$ cat src/rtl/pe_mem_acc_dma_port.sv
// Memory-side DMA port: arbitrates DMA reads/writes onto one single-port SRAM bank
// and returns read words in accept order through a credit-protected output FIFO.
module pe_mem_acc_dma_port #(
    parameter int ADDR_WIDTH = 10,
    parameter int DATA_WIDTH = 128,
    parameter int RD_LATENCY = 2,
    parameter int FIFO_DEPTH = 4
) (
    input  logic                  clk,
    input  logic                  reset,
    input  logic                  dma__memc__write_valid,
    input  logic [ADDR_WIDTH-1:0] dma__memc__write_address,
    input  logic [DATA_WIDTH-1:0] dma__memc__write_data,
    output logic                  memc__dma__write_ready,
    input  logic                  dma__memc__read_valid,
    input  logic [ADDR_WIDTH-1:0] dma__memc__read_address,
    output logic                  memc__dma__read_ready,
    output logic [DATA_WIDTH-1:0] memc__dma__read_data,
    output logic                  memc__dma__read_data_valid,
    input  logic                  dma__memc__read_pause,
    output logic                  memc__sram__en,
    output logic                  memc__sram__we,
    output logic [ADDR_WIDTH-1:0] memc__sram__addr,
    output logic [DATA_WIDTH-1:0] memc__sram__wdata,
    input  logic [DATA_WIDTH-1:0] sram__memc__rdata
);
    localparam int IDX_W = $clog2(FIFO_DEPTH);
    localparam int PTR_W = IDX_W + 1;
    localparam int CRD_W = $clog2(FIFO_DEPTH + 1);

    typedef enum logic {SIDE_WRITE = 1'b0, SIDE_READ = 1'b1} side_t;

    side_t                 r_rr_last;
    logic [CRD_W-1:0]      r_credit;
    logic [RD_LATENCY:0]   r_rd_pipe;
    logic [PTR_W-1:0]      r_wr_ptr;
    logic [PTR_W-1:0]      r_rd_ptr;
    logic [DATA_WIDTH-1:0] r_fifo_mem [FIFO_DEPTH];

    logic w_rd_eligible;
    logic w_conflict;
    logic w_grant_wr;
    logic w_grant_rd;
    logic w_push;
    logic w_pop;
    logic w_empty;
    logic w_full;

    assign w_rd_eligible = dma__memc__read_valid && (r_credit != '0);
    assign w_conflict    = dma__memc__write_valid && w_rd_eligible;

    // Round-robin only matters on a conflict; the side that lost last time wins.
    always_comb begin
        w_grant_wr = 1'b0;
        w_grant_rd = 1'b0;
        if (w_conflict) begin
            if (r_rr_last == SIDE_READ) w_grant_wr = 1'b1;
            else                        w_grant_rd = 1'b1;
        end else if (dma__memc__write_valid) begin
            w_grant_wr = 1'b1;
        end else if (w_rd_eligible) begin
            w_grant_rd = 1'b1;
        end
    end

    assign memc__dma__write_ready = w_grant_wr;
    assign memc__dma__read_ready  = w_grant_rd;

    assign w_empty = (r_wr_ptr == r_rd_ptr);
    assign w_full  = (r_wr_ptr[IDX_W] != r_rd_ptr[IDX_W]) &&
                     (r_wr_ptr[IDX_W-1:0] == r_rd_ptr[IDX_W-1:0]);
    assign w_push  = r_rd_pipe[RD_LATENCY];
    assign w_pop   = !dma__memc__read_pause && !w_empty;

    always_ff @(posedge clk or negedge reset) begin
        if (!reset) begin
            r_rr_last         <= SIDE_READ;
            memc__sram__en    <= 1'b0;
            memc__sram__we    <= 1'b0;
            memc__sram__addr  <= '0;
            memc__sram__wdata <= '0;
        end else begin
            if (w_conflict) r_rr_last <= w_grant_wr ? SIDE_WRITE : SIDE_READ;
            memc__sram__en <= w_grant_wr || w_grant_rd;
            if (w_grant_wr) begin
                memc__sram__we    <= 1'b1;
                memc__sram__addr  <= dma__memc__write_address;
                memc__sram__wdata <= dma__memc__write_data;
            end else if (w_grant_rd) begin
                memc__sram__we   <= 1'b0;
                memc__sram__addr <= dma__memc__read_address;
            end
        end
    end

    // Tracks which cycles carry a read word out of the SRAM; cleared on reset so
    // reads in flight at reset never reach the FIFO.
    always_ff @(posedge clk or negedge reset) begin
        if (!reset) begin
            r_rd_pipe <= '0;
        end else begin
            r_rd_pipe <= {r_rd_pipe[RD_LATENCY-1:0], w_grant_rd};
        end
    end

    always_ff @(posedge clk or negedge reset) begin
        if (!reset) begin
            r_credit <= CRD_W'(FIFO_DEPTH);
        end else if (w_grant_rd && !w_pop) begin
            r_credit <= r_credit - CRD_W'(1);
        end else if (!w_grant_rd && w_pop) begin
            r_credit <= r_credit + CRD_W'(1);
        end
    end

    always_ff @(posedge clk) begin
        if (w_push) r_fifo_mem[r_wr_ptr[IDX_W-1:0]] <= sram__memc__rdata;
    end

    always_ff @(posedge clk or negedge reset) begin
        if (!reset) begin
            r_wr_ptr                   <= '0;
            r_rd_ptr                   <= '0;
            memc__dma__read_data       <= '0;
            memc__dma__read_data_valid <= 1'b0;
        end else begin
            if (w_push) r_wr_ptr <= r_wr_ptr + PTR_W'(1);
            if (w_pop) begin
                r_rd_ptr                   <= r_rd_ptr + PTR_W'(1);
                memc__dma__read_data       <= r_fifo_mem[r_rd_ptr[IDX_W-1:0]];
                memc__dma__read_data_valid <= 1'b1;
            end else begin
                memc__dma__read_data_valid <= 1'b0;
            end
        end
    end

    // Credits bound FIFO occupancy plus reads in flight, so a push never meets a full FIFO.
    a_no_overflow: assert property (@(posedge clk) disable iff (!reset) !(w_push && w_full));

endmodule
$ cat config.mk
export PLATFORM = sky130hd
export DESIGN_NAME = pe_mem_acc_dma_port
export DESIGN_NICKNAME = d
export VERILOG_FILES = /design/src/rtl/pe_mem_acc_dma_port.sv
export SDC_FILE = /design/constraint.sdc
export NUM_CORES = 1
export LEC_CHECK = 0
export ABC_CLOCK_PERIOD_IN_PS = 7600
export CAP_MARGIN = 20
export CORE_UTILIZATION = 50
export CTS_BUF_LIST = sky130_fd_sc_hd__clkbuf_4 sky130_fd_sc_hd__clkbuf_8
export DETAILED_ROUTE_END_ITERATION = 10
export PLACE_DENSITY = 0.83
export SYNTH_ARGS = -nofsm -noshare
export SYNTH_HDL_FRONTEND = slang
export SYNTH_SLANG_ARGS = --single-unit
export TNS_END_PERCENT = 50
$ cat constraint.sdc
create_clock -name clk -period 7.6 [get_ports clk]
set_input_delay 1.52 -clock clk [delete_from_list [all_inputs] [get_ports clk]]
set_output_delay 1.52 -clock clk [all_outputs]
set_load 0.02 [all_outputs]
# Word-level counts from Yosys, hierarchy flattened
# Memories as Yosys holds them, arrays and structs flattened. A register that Yosys moved wholly into a read port is not among the register bits.
# Cells that the tools add are included.
[totals]
ff_bits = 154
mem_bits_rw = 512
in_bits = 281
out_inout_bits = 271
elab_cells = 47
n_memories = 1
[memory_table]
columns = ["memory", "depth", "word_bits", "read_ports", "rd_clocked_by_memory_dff", "wr", "line_no", "text"]
rows = [
  ["r_fifo_mem", 4, 128, 1, 1, 1, "38", "logic [DATA_WIDTH-1:0] r_fifo_mem [FIFO_DEPTH];"],
]
[op_classes]
addsub = 4
n_eq_ne = 1
n_mux = 17
reduce_logical = 14
[op_table]
columns = ["cell", "count"]
rows = [
  ["10-bit two-way mux", 2],
  ["1-bit two-way mux", 13],
  ["3-bit by 1-bit adder with 3-bit output, second input constant", 3],
  ["3-bit two-way mux", 2],
  ["1-bit logical AND", 5],
  ["1-bit zero test", 5],
  ["2-bit nonzero test", 2],
  ["3-bit equality test", 1],
  ["3-bit nonzero test", 1],
  ["3-bit by 1-bit subtractor with 3-bit output, second input constant", 1],
  ["1-bit logical OR", 1],
]

# Logic depth before layout (Yosys ltp)
# Gate-level depths: netlist (run 1).
[depth]
depth_word = 9
depth_mapped = 11
depth_no_buf = 8

# Least setup slack after synthesis (run 1)
# OpenSTA, ideal clock, no wires.
[synth_timing]
path_kind = "reg-to-reg"
from = "reg r_wr_ptr[0]"
to = "mem r_fifo_mem[2][0] (enable)"
setup_time_ns = 0.503
arrival_ns = 3.580
required_time_ns = 7.097
path_slack_ns = 3.517
stages_incl_launch_ff = 4
path_buffers = 0
synth_period_minus_slack_ns = 4.083
path_cell_list = "dfrtp_1 inv_1 ha_1 and2_1"
[synth_rtl]
columns = ["item", "line_no", "text"]
rows = [
  ["start: declaration", "36", "logic [PTR_W-1:0] r_wr_ptr;"],
  ["start signal: assignment", "127", "if (w_push) r_wr_ptr <= r_wr_ptr + PTR_W'(1);"],
  ["end: declaration", "38", ""],
]
# No word-level cell before the write port.

# Worst setup path after layout (run 1)
[layout_timing]
from = "in dma__memc__write_valid"
to = "out memc__dma__read_ready"
[layout_via]
elab_chain_len = 2
elab_cells_between_ends = 3
classes_between = "mux (2); reduce/logical (1)"
[layout_lines]
columns = ["item", "line_no", "text"]
rows = [
  ["start: declaration", "11", "input logic dma__memc__write_valid,"],
  ["1-bit two-way mux or 1-bit logical AND (tied branches)", "59, 50", ""],
  ["1-bit two-way mux *", "56", "if (w_conflict) begin"],
  ["end: declaration", "17", "output logic memc__dma__read_ready,"],
]
# Every way passes the cells marked *; elsewhere a longest branch is shown, timed or not.

==> results of run 1 <==
## final timing paths
check / slack, ns / cells after the start / end / startpoint
max in group asynchronous: 5.37 / 2 / r_rd_ptr[1] / reset
worst min-delay path: 0.35 / 0 / r_rd_pipe[2] / r_rd_pipe[1]
worst max register to register: 4.59 / 4 / memc__dma__read_data[63] / r_rd_ptr[0]
min in group asynchronous: 0.69 / 1 / memc__sram__wdata[6] / reset
worst min register to register: 0.35 / 0 / r_rd_pipe[2] / r_rd_pipe[1]
worst max-delay path: 2.27 / 4 / memc__dma__read_ready / dma__memc__write_valid
## report_power, final
| group | internal (mW) | total [mW] | switching, mW |
|---|---|---|---|
| Combinational | 2.57 | 5.12 | 2.54 |
| Clock | 2.15 | 3.82 | 1.67 |
| Sequential | 5.79 | 6.31 | 0.518 |
## worst max-delay path: cells and delay by family
| family | cells | cell delay (ns) |
|---|---|---|
| buffers and inverters | 2 | 1.50 |
| AND/OR/NAND/NOR | 1 | 0.19 |
| AO/OA/AOI/OAI | 1 | 0.61 |
## cell families (layout without fill, tap and decap cells)
| kind of cell | count (synthesis) | count (layout) | synth area share |
|---|---|---|---|
| adders and majority gates | 7 | 7 | 0.003258 |
| xor gates and xnor gates | 11 | 11 | 0.003301 |
| muxes | 386 | 386 | 0.1984 |
| buffers and inverters | 66 | 813 | 0.01655 |
| and+or+nand+nor | 21 | 21 | 0.004415 |
| AOI/OAI and AO/OA | 17 | 17 | 0.005402 |
| DFF | 794 | 794 | 0.7686 |
| other | 0 | 6 | 0 |
## cell type report
type | count | area [sq um]
flip-flops and latches | 794 | 22440
fillers | 3750 | 19540
multi-input cells | 442 | 6300
repair buffers | 569 | 5680
clock buffers | 198 | 2412
well taps | 765 | 957.2
clock inverters | 41 | 330.3
inverters | 5 | 18.77
diodes | 6 | 15.01
## flip-flops by register name, summed over array words and instances, names as in the netlist, 3 cells and up
signal,cells
r_credit,3
r_rd_pipe,3
r_fifo_mem,512
memc__sram__addr,10
r_rd_ptr,3
memc__sram__wdata,128
r_wr_ptr,3
memc__dma__read_data,128
## metal layers
metal,vias up,track usage,wire length (um)
met5,-,0,57
met4,8,0.1024,2273
met3,118,0.08085,5527
met2,594,0.4173,37590
met1,7811,0.2806,25460
li1,6520,-,-
## placed cells by master (no fill, tap or decap), types with 15 or more instances in the layout
cell type | synthesis | routed
dfrtp_1 | 280 | 278
edfxtp_1 | 512 | 512
mux4_2 | 127 | 127
clkbuf_4 | 0 | 50
buf_4 | 11 | 16
clkinv_1 | 0 | 15
mux2_2 | 249 | 249
clkdlybuf4s50_1 | 0 | 550
clkbuf_8 | 0 | 148
## metrics by stage
| step | worst slack [ns] | power (mW) |
|---|---|---|
| after floorplan | 3.517 | 9.379 |
| after global placement | 2.306 | 11.41 |
| after detailed placement | 2.287 | 11.56 |
| after CTS | 2.277 | 15.46 |
| after global routing | 2.147 | 15.92 |
| final | 2.266 | 15.25 |
==> summary.txt, run 1 <==
Finish
  – Fin nets: 2,231
  – Final Instance Area: 0.03816 sq mm
  – Area delta synth->final: 30.73%
  – Post-Layout Cell Count: 2,820
  – Post-layout util: 0.6613
  – Fraction of final layout cells with drive strength greater than 1: 0.3070

Timing
  – FMAX: 187.5 MHz
  – Final Setup Violations: 0
  – Hold WS: 0.3487 ns
  – Slew Limit Headroom: 0.2392
  – Final setup TNS: 0 ns
  – Max Slew Vio Count: 0
  – Final period util: 0.7019
  – Worst slew pin tran: 1.141 ns
  – Final Hold Viols: 0
  – Skew final: 0.03449 ns
  – Final min period: 5.334 ns
  – RSZ-0062 raised after global routing: false

Clock network
  – Clk root buf: clkbuf_8
  – Number of H-tree levels: 4
  – Post-CTS Setup Inserts: 0
  – Post-CTS Resized: 0
  – Worst-Skew Late Latency: 0.77 ns
  – CTS tree: built
  – Hold_buf cts: 0
  – CTS sink count: 794
  – TritonCTS buffer count: 131
  – CTS clk-pin slew, worst paths: 0.06 ns
  – CTS max path bufs: 3

Critical path
  – Critical path's slowest cell: clkdlybuf4s50_1
  – CP arrival: 3.81 ns
  – CP Cell Sequence: clkdlybuf4s50_1, nand2_1, o311a_1, clkdlybuf4s50_1
  – Max stage delay on crit path: 0.76 ns
  – Worst Path Max Fanout: 15
  – Startpoint types: primary input
  – Critical Path End Type: output port
  – Most used cell, CP: clkdlybuf4s50_1
  – CP Class: primary input to output port
  – Required time of the critical path: 6.08 ns

Power and ir drop
  – P per Cell Area: 399.7 mW/mm^2
  – VDD IR max: 0.0002676 V
  – Pleak: 13.71 nW

Floorplanning
  – Initial Utilization: 0.5059
  – Die ar.: 0.05934 sq mm
  – I/O pin count: 552
  – Chip Height: 243.6 um
  – Die width: 243.6 um
  – Placement Rows: 88
  – Core ar.: 0.05770 sq mm

Synthesis
  – Async SR Flop Fraction: 0.3552
  – Yosys top cell by area: edfxtp_1
  – Syn avg cell area: 22.42 sq um
  – Number of synthesized register bits: 794
  – Sequential area share after synthesis: 0.7686
  – Post-synth top flop: edfxtp_1
  – Mapped Area: 0.02919 sq mm
  – Distinct cells, synth: 29
  – Synth Warn #: 0
  – Commonest cells in the netlist: 512 x edfxtp_1, 280 x dfrtp_1, 249 x mux2_2
  – Post-synth top area share: 0.5268
  – Top cells by area, synth: edfxtp_1 53%, dfrtp_1 24%, mux4_2 9.8%
  – Post-Syn Nets: 1,590
  – Most common cell in the netlist: edfxtp_1
  – Cells after synthesis: 1,302
  – Post-synth EDFFs: 512

Routing
  – DR vias/cell: 5.337
  – Drt wl/cell: 25.15 um
  – Drt first pass iters: 5
  – Antenna-violating nets left: 0
  – Initial DRC Count: 980
  – DR vias: 15,050
  – Drc violations: 0
  – WL final: 70,910 um

Placement
  – Placer Congestion: 0.9105
  – Inst Count DP: 2,575
  – Placed Area: 0.03540 sq mm
  – HPWL Detailed: 45,230 um
  – Port-buffer cells: 551

Job
  – Max cap viols: 0

Global route
  – Grt total ovfl: 0
  – First-pass GRT wire length: 104,800 um
  – Largest net degree at the start of global routing: 167
  – Initial antenna violation count: 10
  – Vias in the first global route: 16,480
  – GRT Util Overall: 0.2436

Run status
  – Status: finished, final reports clean

Worst hold path
  – HP Class: register to register
Note: power is estimated with default switching activity, not from simulation.
==> run 2, diff against run 1 <==
- ABC_CLOCK_PERIOD_IN_PS: 7600 -> 4660
- CORE_UTILIZATION: 50 -> 49
- PLACE_DENSITY: 0.83 -> 0.85
- clock period: 7.6 -> 4.66 ns (I/O delays scaled with it)
==> run 2 against run 1 <==
- die area up 2.0%
- power up 61%
- non-clock buffer count up 1
- first-iteration DRC count down 23%
- utilization down 1.6 points
- critical path depth unchanged
- largest cell class unchanged
- clock power up 53%
- highest routed layer unchanged
- register-to-register slack worse by 2.8 ns
==> summary.txt, run 2 (same netlist as run 1, synthesis figures left out) <==
Run status
  – Status: finished, final reports clean

Global route
  – Met3 Use GR: 0.07702 (-0.003840)
  – GRT Util Overall: 0.2295 (-0.01408)
  – First-pass GRT wire length: 101,400 um (-3.3%)
  – Grt met2 use: 0.3882 (-0.02908)
  – Grt total ovfl: 0 (unchanged)
  – GRT busiest layer: met2
  – Met1 usage: 0.2591 (-0.02141)
  – Vias in the first global route: 16,210 (-1.6%)
  – Initial antenna violation count: 12 (+2)
  – Largest net degree at the start of global routing: 132 (-21%)

Timing
  – Final Setup Violations: 0 (unchanged)
  – Final period util: 0.8316
  – Final Hold Viols: 0 (unchanged)
  – Worst slew pin tran: 0.9866 ns (-0.1547 ns)
  – Max Slew Vio Count: 0 (unchanged)
  – Final setup TNS: 0 ns (unchanged)
  – Slew Limit Headroom: 0.3423 (+0.1031)
  – Hold WS: 0.2580 ns (-0.09070 ns)
  – FMAX: 258.0 MHz
  – Skew final: 0.06305 ns (+0.02856 ns)
  – Final min period: 3.875 ns
  – RSZ-0062 raised after global routing: false

Critical path
  – Most used cell, CP: clkdlybuf4s50_1
  – Worst Path Max Fanout: 15 (unchanged)
  – CP Class: primary input to output port
  – Worst setup startpoint: dma__memc__write_valid
  – Critical Path Stages: 4 (unchanged)
  – Critical Path Sink: memc__dma__write_ready
  – Worst path bufs/invs: 3 (+1)
  – CP Cell Sequence: clkdlybuf4s50_1, o21ai_4, inv_1, clkdlybuf4s50_1
  – Required time of the critical path: 3.73 ns (-2.35 ns)
  – Critical path's slowest cell: clkdlybuf4s50_1
  – Reg2Reg Depth: 5 (+1)
  – Worst r2r src: r_credit[2]
  – Critical Path End Type: output port
  – R2R Setup Slk: 1.77 ns (-2.82 ns)
  – CP arrival: 2.94 ns (-0.87 ns)
  – Kind of cell adding the most delay to the critical path: buffers and inverters
  – Reg-to-reg endpoint: memc__sram__wdata[98]
  – Max stage delay on crit path: 0.86 ns (+0.10 ns)
  – Startpoint types: primary input

Routing
  – Antenna-violating nets left: 0 (unchanged)
  – DR vias/cell: 5.330 (-0.13%)
  – Drc violations: 0 (unchanged)
  – Initial DRC Count: 754 (-23%)
  – WL final: 70,000 um (-1.3%)
  – DR vias: 14,990 (-0.41%)
  – Drt wl/cell: 24.89 um (-1.0%)
  – Drt first pass iters: 5 (unchanged)

Finish
  – Commonest cells after routing, fill and taps aside: 550 x clkdlybuf4s50_1, 512 x edfxtp_1, 278 x dfrtp_1
  – Leading cell type in the layout, fill and taps excluded: clkdlybuf4s50_1
  – Max FFs per register: 512 (unchanged)
  – Area delta synth->final: 30.31%
  – Fraction of final layout cells with drive strength greater than 1: 0.2998 (-0.007225)
  – Final Instance Area: 0.03803 sq mm (-0.32%)
  – Fin nets: 2,219 (-0.54%)

Clock network
  – Clk root buf: clkbuf_8
  – Worst-Skew Late Latency: 0.73 ns (-0.04 ns)
  – CTS clk-pin slew, worst paths: 0.06 ns (about the same)
  – Hold_buf cts: 0 (unchanged)
  – CTS tree: built
  – TritonCTS buffer count: 118 (-9.9%)
  – Post-CTS Resized: 0 (unchanged)
  – CTS sink count: 794 (unchanged)
  – Post-CTS Setup Inserts: 0 (unchanged)
  – CTS max path bufs: 3 (unchanged)
  – Number of H-tree levels: 3 (-1)

Power and ir drop
  – Sw Pwr: 7.683 mW (+62%)
  – VDD IR max: 0.0004329 V (+62%)
  – Pleak: 13.64 nW (-0.51%)
  – Int Pwr: 16.87 mW (+60%)
  – Combinational fraction of design power: 0.345 (+0.009)
  – Clock network power share: 0.238 (-0.013)
  – Flop pwr share: 0.418 (+0.004)
  – Net Sw Frac: 0.3129 (+0.002653)
  – P per Cell Area: 645.6 mW/mm^2 (+62%)

Floorplanning
  – I/O pin count: 552 (unchanged)
  – Core ar.: 0.05891 sq mm (+2.1%)
  – Initial Utilization: 0.4955 (-0.01041)
  – Chip Height: 246.1 um (+1.0%)
  – Placement Rows: 89 (+1.1%)
  – Die width: 246.1 um (+1.0%)
  – Die ar.: 0.06055 sq mm (+2.0%)

Worst hold path
  – HP Class: primary input to async pin

Placement
  – Port-buffer cells: 551 (unchanged)
  – Placed Area: 0.03550 sq mm (+0.30%)
  – HPWL Detailed: 44,430 um (-1.8%)
  – Placer Congestion: 0.9180 (+0.82%)

Job
  – Max cap viols: 0 (unchanged)
## run 2: worst min-delay path by stage
stage	end	slack (ns)	startpoint	depth (start not counted)
2_1_floorplan	r_rd_pipe[1]	0.33	r_rd_pipe[0]	0
3_3_place_gp	r_rd_pipe[2]	0.34	r_rd_pipe[1]	0
3_5_place_dp	r_rd_pipe[2]	0.35	r_rd_pipe[1]	0
4_1_cts	memc__sram__wdata[3]	0.29	reset	1
5_1_grt	memc__sram__wdata[122]	0.31	reset	1
6_report	memc__sram__wdata[102]	0.26	reset	1
## run 2: layout make-up
class / instances / area (sq um)
fillers: 3855 / 20880
multi-input cells: 442 / 6300
flip-flops and latches: 794 / 22440
diodes: 4 / 10.01
inverters: 5 / 18.77
repair buffers: 570 / 5776
well taps: 773 / 967.2
clock buffers: 183 / 2231
clock inverters: 41 / 289.0
## run 2: metal layers
metal  routed length [um]  vias up
li1                     -     6476
met1                25020     7771
met2                36120      571
met3                 5747      155
met4                 3002       16
met5                  117        -
## run 2: through the flow
stage                     total power [mW]  instances  utilization  setup slack, ns
after detailed placement             18.94       2584       0.6027           0.7890
after global placement               18.62       2584       0.6027           0.8518
final                                24.55       2812       0.6456           0.7846
after floorplan                      15.30       1302            -           0.5772
after CTS                            24.84       2808       0.6455           0.7905
after global routing                 25.63       2811       0.6456           0.7185
## run 2: worst reg2reg max path: cells and delay by family, from the launching register on
family,cells,cell delay [ns]
buffers and inverters,2,1.47
DFF,1,0.58
muxes,1,0.46
AOI/OAI and AO/OA,2,0.30
## run 2: power by group through the flow
stage	clock network, mW	logic [mW]	registers [mW]
2_1_floorplan	0	3.83	11.5
3_3_place_gp	0	8.38	10.2
3_5_place_dp	0	8.56	10.4
4_1_cts	5.98	8.61	10.3
5_1_grt	6.29	8.91	10.4
6_report	5.84	8.46	10.3
==> run 3, diff against run 2 <==
- ABC_CLOCK_PERIOD_IN_PS: 4660 -> 3490
- clock period: 4.66 -> 3.49 ns (I/O delays scaled with it)
==> run 3 against run 2 <==
- worst hold slack improved by 0.11 ns
- register-to-register slack worse by 0.61 ns
- largest cell class unchanged
- critical path type is now register to output port
- worst setup slack got worse by 0.55 ns
- critical endpoint unchanged
- count of clock-buffer cells in the layout increased by 31
==> summary.txt, run 3 (same netlist as run 1, synthesis figures left out) <==
Run status
  – Status: finished, final reports clean

Critical path
  – CP Class: register to output port
  – Reg2Reg Depth: 4 (-1)
  – Worst setup startpoint: r_credit[0]
  – Kind of cell adding the most delay to the critical path: buffers and inverters
  – Worst path bufs/invs: 2 (-1)
  – CP Cell Sequence: o31ai_1, o21ai_4, inv_1, clkdlybuf4s50_1
  – Critical Path Sink: memc__dma__write_ready
  – Critical Path End Type: output port
  – R2R Setup Slk: 1.16 ns (-0.61 ns)
  – Max stage delay on crit path: 0.61 ns (-0.25 ns)
  – Reg-to-reg endpoint: memc__dma__read_data[63]
  – CP arrival: 2.56 ns (-0.38 ns)
  – Required time of the critical path: 2.79 ns (-0.94 ns)
  – Critical path's slowest cell: clkdlybuf4s50_1
  – Worst Path Max Fanout: 5 (-10)
  – Worst r2r src: r_rd_ptr[0]
  – Critical Path Stages: 4 (unchanged)
  – Startpoint types: register

Finish
  – Commonest cells after routing, fill and taps aside: 550 x clkdlybuf4s50_1, 512 x edfxtp_1, 278 x dfrtp_1
  – Max FFs per register: 512 (unchanged)
  – Post-Layout Cell Count: 2,843 (+1.1%)
  – Leading cell type in the layout, fill and taps excluded: clkdlybuf4s50_1
  – Fin nets: 2,241 (+0.99%)
  – Fraction of final layout cells with drive strength greater than 1: 0.3143 (+0.01450)
  – Final Instance Area: 0.03839 sq mm (+0.94%)
  – Post-layout util: 0.6517 (+0.006053)
  – Area delta synth->final: 31.53%

Floorplanning
  – Core ar.: 0.05891 sq mm (unchanged)
  – Initial Utilization: 0.4955 (unchanged)
  – Die ar.: 0.06055 sq mm (unchanged)
  – Die width: 246.1 um (unchanged)
  – Placement Rows: 89 (unchanged)
  – I/O pin count: 552 (unchanged)
  – Chip Height: 246.1 um (unchanged)

Placement
  – Placer Congestion: 0.9063 (-1.3%)
  – Placed Area: 0.03565 sq mm (+0.40%)
  – Inst Count DP: 2,593 (+0.35%)
  – Pre-CTS setup slack: 0.5830 ns (-0.2060 ns)
  – HPWL Detailed: 48,210 um (+8.5%)
  – Port-buffer cells: 551 (unchanged)

Routing
  – DR vias: 15,280 (+1.9%)
  – WL final: 74,760 um (+6.8%)
  – Initial DRC Count: 789 (+4.6%)
  – Drc violations: 0 (unchanged)
  – Drt first pass iters: 5 (unchanged)
  – Drt wl/cell: 26.30 um (+5.6%)
  – Antenna-violating nets left: 0 (unchanged)
  – DR vias/cell: 5.375 (+0.83%)

Power and ir drop
  – Pleak: 13.81 nW (+1.2%)
  – Int Pwr: 22.91 mW (+36%)
  – Combinational fraction of design power: 0.343 (-0.002)
  – Sw Pwr: 10.50 mW (+37%)
  – Net Sw Frac: 0.3142 (+0.001288)
  – P per Cell Area: 870.3 mW/mm^2 (+35%)
  – VDD IR max: 0.0007269 V (+68%)
  – PnR Total Power: 33.41 mW (+36%)
  – Flop pwr share: 0.412 (-0.006)
  – Clock network power share: 0.246 (+0.008)

Clock network
  – CTS clk-pin slew, worst paths: 0.06 ns (about the same)
  – Worst-Skew Late Latency: 0.77 ns (+0.04 ns)
  – CTS max path bufs: 3 (unchanged)
  – Post-CTS Setup Inserts: 0 (unchanged)
  – CTS tree: built
  – Number of H-tree levels: 4 (+1)
  – Post-CTS Resized: 0 (unchanged)
  – CTS sink count: 794 (unchanged)
  – TritonCTS buffer count: 130 (+10%)
  – Clk root buf: clkbuf_8

Timing
  – Final min period: 3.258 ns
  – Final Setup Violations: 0 (unchanged)
  – Final period util: 0.9335
  – Fin worst setup slack: 0.2321 ns (-0.5526 ns)
  – Slew Limit Headroom: 0.3866 (+0.04430)
  – Max Slew Vio Count: 0 (unchanged)
  – Final setup TNS: 0 ns (unchanged)
  – Hold WS: 0.3631 ns (+0.1050 ns)
  – Final Hold Viols: 0 (unchanged)
  – FMAX: 306.9 MHz
  – Worst slew pin tran: 0.9201 ns (-0.06645 ns)
  – Skew final: 0.04412 ns (-0.01893 ns)
  – RSZ-0062 raised after global routing: false

Global route
  – GRT Util Overall: 0.2490 (+0.01945)
  – Initial antenna violation count: 11 (-1)
  – First-pass GRT wire length: 107,400 um (+5.9%)
  – Grt total ovfl: 0 (unchanged)
  – Vias in the first global route: 16,490 (+1.7%)
  – Largest net degree at the start of global routing: 132 (unchanged)

Worst hold path
  – HP Class: register to register

Job
  – Max cap viols: 0 (unchanged)
## run 3: changes by cell type in the layout (fill, tap and decap cells not counted), moves of 6 or more
cell	before	now
clkbuf_4	46	69
clkinv_1	20	8
clkbuf_8	137	145
buf_12	9	15
clkinv_2	11	4
## run 3: power groups by stage
stage | Sequential [mW] | Combinational (mW) | Clock, mW
after CTS | 13.8 | 11.6 | 8.42
after global routing | 14.0 | 12.0 | 8.82
after detailed placement | 13.9 | 11.5 | 0
after floorplan | 15.3 | 5.12 | 0
after global placement | 13.7 | 11.4 | 0
final | 13.8 | 11.4 | 8.20
## run 3: layout make-up
class / count / area (sq um)
clock buffer: 214 / 2514
sequential: 794 / 22440
inverter: 5 / 18.77
fill: 3780 / 20520
multi-input combinational: 442 / 6300
antenna: 8 / 20.02
tap: 773 / 967.2
timing repair buffer: 580 / 5928
clock inverter: 27 / 200.2
## run 3: metal layers
| layer | GRT usage | share of wire |
|---|---|---|
| met5 | 0 | 0.00088 |
| met4 | 0.1301 | 0.043 |
| met3 | 0.08715 | 0.078 |
| met2 | 0.4199 | 0.51 |
| met1 | 0.2775 | 0.36 |
## run 3: repair_timing
item | CTS | global route
hold endpoints to repair | 71 | 0
endpoints found under the setup margin | 0 | 0
hold buffers | 1 | 0
## run 3: worst min-delay path by stage
stage / from / end / slack (ns) / depth (start not counted)
3_5_place_dp: r_rd_pipe[0] / r_rd_pipe[1] / 0.34 / 0
3_3_place_gp: r_rd_pipe[0] / r_rd_pipe[1] / 0.34 / 0
6_report: r_rd_pipe[0] / r_rd_pipe[1] / 0.36 / 0
5_1_grt: r_rd_pipe[0] / r_rd_pipe[1] / 0.38 / 0
4_1_cts: r_rd_pipe[0] / r_rd_pipe[1] / 0.36 / 0
2_1_floorplan: r_rd_pipe[0] / r_rd_pipe[1] / 0.33 / 0
